### src/rtl/or_gate_pkg.sv
`default_nettype none
// ============================================================================
// Module      : or_gate_pkg
// Description : Shared types and helpers for the or_gate_unit block.
//               - mode_t          : per-input operating mode (pass / sticky)
//               - c_default_width : default operand width
//               - popcnt_width()  : bits needed to hold a count 0..width
// Revision    : 1.0  initial release
// ============================================================================
package or_gate_pkg;

    localparam int c_default_width = 1;

    typedef enum logic {
        MODE_PASS = 1'b0,
        MODE_ACC  = 1'b1
    } mode_t;

    // Equivalent to $clog2(width+1), clamped to at least one bit so the
    // 1-bit configuration still gets a usable count port. Bounded loop keeps
    // it a legal constant function for any legal WIDTH (1..64).
    function automatic int popcnt_width(input int width);
        int w;
        w = 1;
        for (int i = 0; i < 8; i++) begin
            if ((1 << i) < (width + 1)) begin
                w = i + 1;
            end
        end
        return w;
    endfunction

endpackage : or_gate_pkg
`default_nettype wire

### src/rtl/or_gate_unit_if.sv
`default_nettype none
// ============================================================================
// Module      : or_gate_unit_if
// Description : Operand / result bundle for or_gate_unit.
//               master : drives a, b, in_valid, acc_mode, clear
//               slave  : drives c, out_valid, any_c (and popcnt)
//               Optional macro OR_GATE_UNIT_POPCOUNT_EN adds popcnt.
// Revision    : 1.0  initial release
// ============================================================================
interface or_gate_unit_if
    import or_gate_pkg::*;
#(
    parameter int WIDTH = c_default_width
);

    localparam int c_popcnt_w = popcnt_width(WIDTH);

    logic [WIDTH-1:0] a;
    logic [WIDTH-1:0] b;
    logic             in_valid;
    logic             acc_mode;
    logic             clear;
    logic [WIDTH-1:0] c;
    logic             out_valid;
    logic             any_c;
`ifdef OR_GATE_UNIT_POPCOUNT_EN
    logic [c_popcnt_w-1:0] popcnt;

    modport master (
        output a, b, in_valid, acc_mode, clear,
        input  c, out_valid, any_c, popcnt
    );

    modport slave (
        input  a, b, in_valid, acc_mode, clear,
        output c, out_valid, any_c, popcnt
    );
`else
    modport master (
        output a, b, in_valid, acc_mode, clear,
        input  c, out_valid, any_c
    );

    modport slave (
        input  a, b, in_valid, acc_mode, clear,
        output c, out_valid, any_c
    );
`endif

endinterface : or_gate_unit_if
`default_nettype wire

### src/rtl/or_gate_popcount.sv
`default_nettype none
// ============================================================================
// Module      : or_gate_popcount
// Description : Combinational population counter over a WIDTH-bit vector.
// Ports       : vec  (in)  WIDTH-bit input vector
//               cnt  (out) number of ones in vec
// Revision    : 1.0  initial release
// ============================================================================
module or_gate_popcount
    import or_gate_pkg::*;
#(
    parameter int WIDTH = c_default_width,
    parameter int CNT_W = popcnt_width(WIDTH)
) (
    input  wire logic [WIDTH-1:0] vec,
    output logic      [CNT_W-1:0] cnt
);

    logic [CNT_W-1:0] w_sum;

    always_comb begin
        w_sum = '0;
        for (int i = 0; i < WIDTH; i++) begin
            w_sum = w_sum + CNT_W'(vec[i]);
        end
    end

    assign cnt = w_sum;

endmodule : or_gate_popcount
`default_nettype wire

### src/rtl/or_gate_unit.sv
`default_nettype none
// ============================================================================
// Module      : or_gate_unit
// Description : Registered bitwise OR of two operands with optional sticky
//               accumulation. One-cycle latency from accepted input to c.
// Ports       : clk  rising-edge clock
//               rst  asynchronous active-high reset
//               bus  or_gate_unit_if.slave
//                    a, b      operands
//                    in_valid  operands valid this cycle
//                    acc_mode  0 = pass (c <= a|b), 1 = sticky (c <= c|a|b)
//                    clear     synchronous clear of c / out_valid
//                    c         registered result
//                    out_valid c holds a result from an accepted input
//                    any_c     reduction OR of c
//                    popcnt    ones count of c (OR_GATE_UNIT_POPCOUNT_EN only)
// Config      : define OR_GATE_UNIT_POPCOUNT_EN to build the popcnt logic.
// Revision    : 1.0  initial release
// ============================================================================
module or_gate_unit
    import or_gate_pkg::*;
#(
    parameter int               WIDTH     = c_default_width,
    parameter logic [WIDTH-1:0] RESET_VAL = '0
) (
    input  wire logic     clk,
    input  wire logic     rst,
    or_gate_unit_if.slave bus
);

    logic [WIDTH-1:0] r_c;
    logic             r_out_valid;
    mode_t            w_mode;
    logic [WIDTH-1:0] w_next_c;

    assign w_mode = mode_t'(bus.acc_mode);

    // Sticky mode folds the current value in, so once every bit is set the
    // register naturally stays all-ones until clear or reset.
    always_comb begin
        w_next_c = bus.a | bus.b;
        if (w_mode == MODE_ACC) begin
            w_next_c = r_c | bus.a | bus.b;
        end
    end

    always_ff @(posedge clk or posedge rst) begin
        if (rst) begin
            r_c         <= RESET_VAL;
            r_out_valid <= 1'b0;
        end else if (bus.clear) begin
            r_c         <= RESET_VAL;
            r_out_valid <= 1'b0;
        end else if (bus.in_valid) begin
            r_c         <= w_next_c;
            r_out_valid <= 1'b1;
        end
    end

    assign bus.c         = r_c;
    assign bus.out_valid = r_out_valid;
    assign bus.any_c     = |r_c;

`ifdef OR_GATE_UNIT_POPCOUNT_EN
    or_gate_popcount #(
        .WIDTH (WIDTH),
        .CNT_W (popcnt_width(WIDTH))
    ) u_popcount (
        .vec (r_c),
        .cnt (bus.popcnt)
    );
`endif

endmodule : or_gate_unit
`default_nettype wire

### src/flat_wrapper.sv
// flat-port wrapper written by rule: the top's interface ports become plain ports
module or_gate_unit_flat import or_gate_pkg::*;
#(
    parameter int               WIDTH     = c_default_width,
    parameter logic [WIDTH-1:0] RESET_VAL = '0
)
  (clk, rst, bus_a, bus_b, bus_in_valid, bus_acc_mode, bus_clear, bus_c, bus_out_valid, bus_any_c);
  or_gate_unit_if #(.WIDTH(WIDTH)) bus_i ();
  input  wire logic clk;
  input  wire logic rst;
  input wire logic [$bits(bus_i.a)-1:0] bus_a;
  input wire logic [$bits(bus_i.b)-1:0] bus_b;
  input wire logic [$bits(bus_i.in_valid)-1:0] bus_in_valid;
  input wire logic [$bits(bus_i.acc_mode)-1:0] bus_acc_mode;
  input wire logic [$bits(bus_i.clear)-1:0] bus_clear;
  output wire logic [$bits(bus_i.c)-1:0] bus_c;
  output wire logic [$bits(bus_i.out_valid)-1:0] bus_out_valid;
  output wire logic [$bits(bus_i.any_c)-1:0] bus_any_c;
  assign bus_i.a = bus_a;
  assign bus_i.b = bus_b;
  assign bus_i.in_valid = bus_in_valid;
  assign bus_i.acc_mode = bus_acc_mode;
  assign bus_i.clear = bus_clear;
  assign bus_c = bus_i.c;
  assign bus_out_valid = bus_i.out_valid;
  assign bus_any_c = bus_i.any_c;
  or_gate_unit #(.WIDTH(WIDTH), .RESET_VAL(RESET_VAL)) u_core (.clk(clk), .rst(rst), .bus(bus_i));
endmodule
### config.mk
export PLATFORM = sky130hd
export DESIGN_NAME = or_gate_unit_flat
export DESIGN_NICKNAME = d
export VERILOG_FILES = /design/src/rtl/or_gate_pkg.sv /design/src/rtl/or_gate_unit_if.sv /design/src/rtl/or_gate_popcount.sv /design/src/rtl/or_gate_unit.sv /design/src/flat_wrapper.sv
export SDC_FILE = /design/constraint.sdc
export NUM_CORES = 1
export LEC_CHECK = 0
export ABC_CLOCK_PERIOD_IN_PS = 900
export CAP_MARGIN = 15
export CORE_AREA = 2 2 39 41
export DETAILED_ROUTE_END_ITERATION = 7
export DIE_AREA = 0 0 41 43
export HOLD_SLACK_MARGIN = 0.15
export PLACE_DENSITY = 0.3
export SYNTH_ARGS = -nofsm -noshare
export SYNTH_HDL_FRONTEND = slang
export SYNTH_SLANG_ARGS = --single-unit
export TNS_END_PERCENT = 50
### constraint.sdc
create_clock -name clk -period 0.9 [get_ports clk]
set_clock_uncertainty 0.1 [all_clocks]
set_input_delay 0.135 -clock clk [delete_from_list [all_inputs] [get_ports clk]]
set_output_delay 0.135 -clock clk [all_outputs]
set_load 0.02 [all_outputs]
* After elaboration in Yosys (flattened, before gate mapping)
Cells that the tools add are included.
W data, S select, Z words.
** Cells by class
- Multiplexer cells :: 5
- Bitwise operators :: 3
- Reductions and logical operators :: 1
** Operator list (count)
- $mux W1 :: 5
- $or A1 B1 Y1 :: 3
- $reduce_bool A2 Y1 :: 1
** Storage, ports and cells
- Register bits after elaboration :: 2
- Input bits :: 7
- Output and inout bits :: 3

* Longest topological paths before layout
Gate-level depths: netlist of run 1.
- Depth in word-level cells :: 5
- Gate-level depth with buffers :: 2

* Worst setup path after synthesis of run 1
Ideal clock, no wire load.
- Path kind :: register -> register
- From :: register u_core.r_c (netlist: u_core.bus.any_c)
- To :: register u_core.r_c (netlist: u_core.bus.any_c)
- Arrival :: 742 ps
- Data required time :: 699 ps
- Path slack :: -43 ps
- Stages on the path, launching flop included :: 3
- Buffers on the path :: 0
- Cells stage by stage :: dfrtp_1 inv_1 o32ai_1
** On the way
- Cells in the longest elaborated chain, start to end :: 5
** RTL lines
- start, declared :: line or_gate_unit.sv:31 : logic [WIDTH-1:0] r_c;
- start signal, assigned :: line or_gate_unit.sv:55 : r_c <= w_next_c;
- $or A1 B1 Y1 (2 in series) :: line or_gate_unit.sv:43 : w_next_c = r_c | bus.a | bus.b;
- $mux W1 :: line or_gate_unit.sv:42 : if (w_mode == MODE_ACC) begin
- $mux W1 :: line or_gate_unit.sv:54 : end else if (bus.in_valid) begin
- $mux W1 :: line or_gate_unit.sv:51 : end else if (bus.clear) begin
Every way passes these cells. The select of a mux whose other input is x is not followed.
A chain may end at the register's enable or synchronous reset.

* Final worst setup path of run 1
- From :: register u_core.r_c (netlist: u_core.bus.any_c)
- To :: output bus_c
** RTL lines
- end, declared :: line flat_wrapper.sv:16 : output wire logic [$bits(bus_i.c)-1:0] bus_c;
No word-level cell between the ends.

==> flow_summary.ini, run 1 <==
[sta]
rsz0062_at_grt = true
hold_viol = 0
setup_viol = 3
period_needed_ns = 1.009
max_freq_mhz = 991.0
report.final.slew_viol_count = 0
hold_ws_ns = 0.1631
worstMarginPinSlew_ns = 0.1803
tns_ns = -0.3003
max-slew-margin-rel_pct = 87.98
timing.final.ws_setup_ns = -0.1091
post-route-period-util_pct = 112.1

[global_route]
grt_pass1_wl_um = 434
grt_max_degree = 4
grt_pass1_vias = 109
antenna_found_initial = 0
grt_use_total_pct = 4.518
overflow = 0

[detailed_routing]
avgViaCountPerCell = 2.825
detail_route.wl_per_cell_um = 7.025
drtIter0Drc = 2
drc = 0
dr.pass1.iters = 2
vias = 113
wl_um = 281
antenna_left = 0

[synthesis]
ys_seq_elements = 2
syn_area_um2 = 101.3
synthDistinctLibCells = 7
synthCells = 11
synthesis.nets = 18
seq_area_frac_synth_pct = 49.38
synth_warnings = 0
postSynthAreaPerCell_um2 = 9.213

[setup_path]
crit_family = flip-flops
critical_path_arrival_ns = 0.77
crit_slowest_cell = dfrtp_2
crit_start = u_core.bus.any_c
cp_num_cells = 1
crit_fanout = 3
crit_path_end_kind = output port
reg2reg_depth = 2
timing.rr.start = u_core.bus.any_c
path_class = register to output port
start_kind = register
endpoint = bus_c
required_ns = 0.66
worstPathCellList = buf_6
r2r-end = u_core.bus.any_c
ff2ff_setup_slack_ns = 0.09
crit_buf_inv = 1
max_stage_delay_ns = 0.41

[clock_network]
clk_pin_slew_ns = 0.04
post_cts_buffers = 0
cts_tree = built
cts.path.max_buffers = 2
clock_sinks = 2
clockRootBuffer = clkbuf_4
htree_num_levels = 1
clkLatencyLatePin_ns = 0.22
cts_buffers = 3

[flow_run]
cap_viol_max_count = 0

[power_and_ir_drop]
power.share.clock_pct = 54.6
seq_power_share_pct = 25.5
comb_power_share_pct = 19.9
switchingPower_mw = 0.09557
worst_ir_drop_vdd_v = 0.0002994
p_sw_share_pct = 23.50
p_int_mw = 0.3112
power_density_mw_per_mm2 = 1650
p_leak_nw = 0.1194

[layout]
layout.nets = 32
final_cell_mix = 3 x nor2_1, 3 x clkbuf_4, 3 x clkdlybuf4s50_1
area_delta_synth_final_pct = 143.2
diodes = 0
final_cells = 40
drive_above_1_share_pct = 37.50
final_util_pct = 17.81
fillers = 160

[place]
gp_congestion = 0.6435
hpwl_um = 212
io_buffers = 9
dp_slack_ns = -0.2764
place_inst = 35

[floorplanning]
boundaryPins = 10
die_w_um = 41
fp.dieArea_mm2 = 0.001763
rows = 14
initial_core_util_pct = 7.324
fp.dieH_um = 43
core_mm2 = 0.001384

[status]
status = complete, but fails checks
violations = negative setup slack

[min_path]
hp-class = input port to register
[power by group through the flow]
| stage | Combinational [mW] | Clock, mW | Sequential, mW |
|---|---|---|---|
| after global placement | 0.0799 | 0 | 0.103 |
| after detailed placement | 0.0793 | 0 | 0.104 |
| after global routing | 0.0882 | 0.245 | 0.105 |
| final | 0.0809 | 0.222 | 0.104 |
| after CTS | 0.0827 | 0.237 | 0.104 |
| after floorplan | 0.0242 | 0 | 0.112 |
[worst reg2reg max path, cell delays in order (launching register included)]
cell and delay, ns:
dfrtp_2 0.37, inv_1 0.06, o32ai_2 0.18
[cells in the mapped netlist, drive strengths merged]
cell   count  area [µm²]
buf        1       7.510
dfrtp      2       50.05
nor2b      1       8.760
or2b       1       7.510
o32ai      1       8.760
inv        2       7.510
nor2       3       11.26
[registers in the layout (all words and copies together), names as in the netlist]
register / count
u_core.bus.any_c: 1
u_core.bus.out_valid: 1
[cell families (layout without fill, tap and decap cells)]
kind of cell	after synthesis	in the layout	share of synthesized area [%]
AOI/OAI and AO/OA	1	1	8.644
DFF	2	2	49.38
and+or+nand+nor	5	5	27.16
buffers and inverters	3	16	14.82
[worst min path at each step]
| stage | start | to | cells past startpoint |
|---|---|---|---|
| floorplan | rst | u_core.bus.out_valid | 1 |
| global placement | rst | u_core.bus.out_valid | 2 |
| detailed placement | rst | u_core.bus.out_valid | 2 |
| CTS | bus_clear | u_core.bus.out_valid | 2 |
| global route | bus_clear | u_core.bus.out_valid | 2 |
| finish | bus_clear | u_core.bus.out_valid | 2 |
[metal layers]
| metal | vias up | track usage, % | part of all wire, % |
|---|---|---|---|
| met5 | - | 0 | 0 |
| met4 | 0 | 6.000 | 0 |
| met3 | 0 | 4.712 | 16 |
| met2 | 10 | 2.813 | 26 |
| met1 | 43 | 5.788 | 58 |
| li1 | 60 | - | - |
[metrics by stage]
step	cell area (µm²)	power [mW]
after CTS	244.0	0.4238
final	246.5	0.4067
after floorplan	102.6	0.1365
after global routing	246.5	0.4379
after global placement	205.2	0.1830
after detailed placement	205.2	0.1828
[area by class of cell]
type,instances,area (µm²),share of cell area [%]
multi-input combinational,6,43.79,17.77
tap,16,20.02,8.122
clock buffer,4,26.28,10.66
inverter,2,7.507,3.046
sequential,2,51.30,20.81
timing repair buffer,10,97.59,39.59
[repair_timing]
item | in CTS | in global routing
pin swaps | 0 | 1
endpoints found under the hold margin | 2 | 0
hold buffers | 1 | 0
endpoints found under the setup margin | 4 | 4
gates resized for setup | 19 | 1
No activity file was read; power rests on OpenSTA's default activity.
==> inputs of run 2 (changes only) <==
--- a/config.mk
+++ b/config.mk
@@ -5,7 +5,6 @@
 export SDC_FILE = /design/constraint.sdc
 export NUM_CORES = 1
 export LEC_CHECK = 0
-export ABC_CLOCK_PERIOD_IN_PS = 900
 export CAP_MARGIN = 15
 export CORE_AREA = 2 2 39 41
 export DETAILED_ROUTE_END_ITERATION = 7
==> results of run 2 <==
The final DEF is identical to that of run 1; final timing and power are the same.
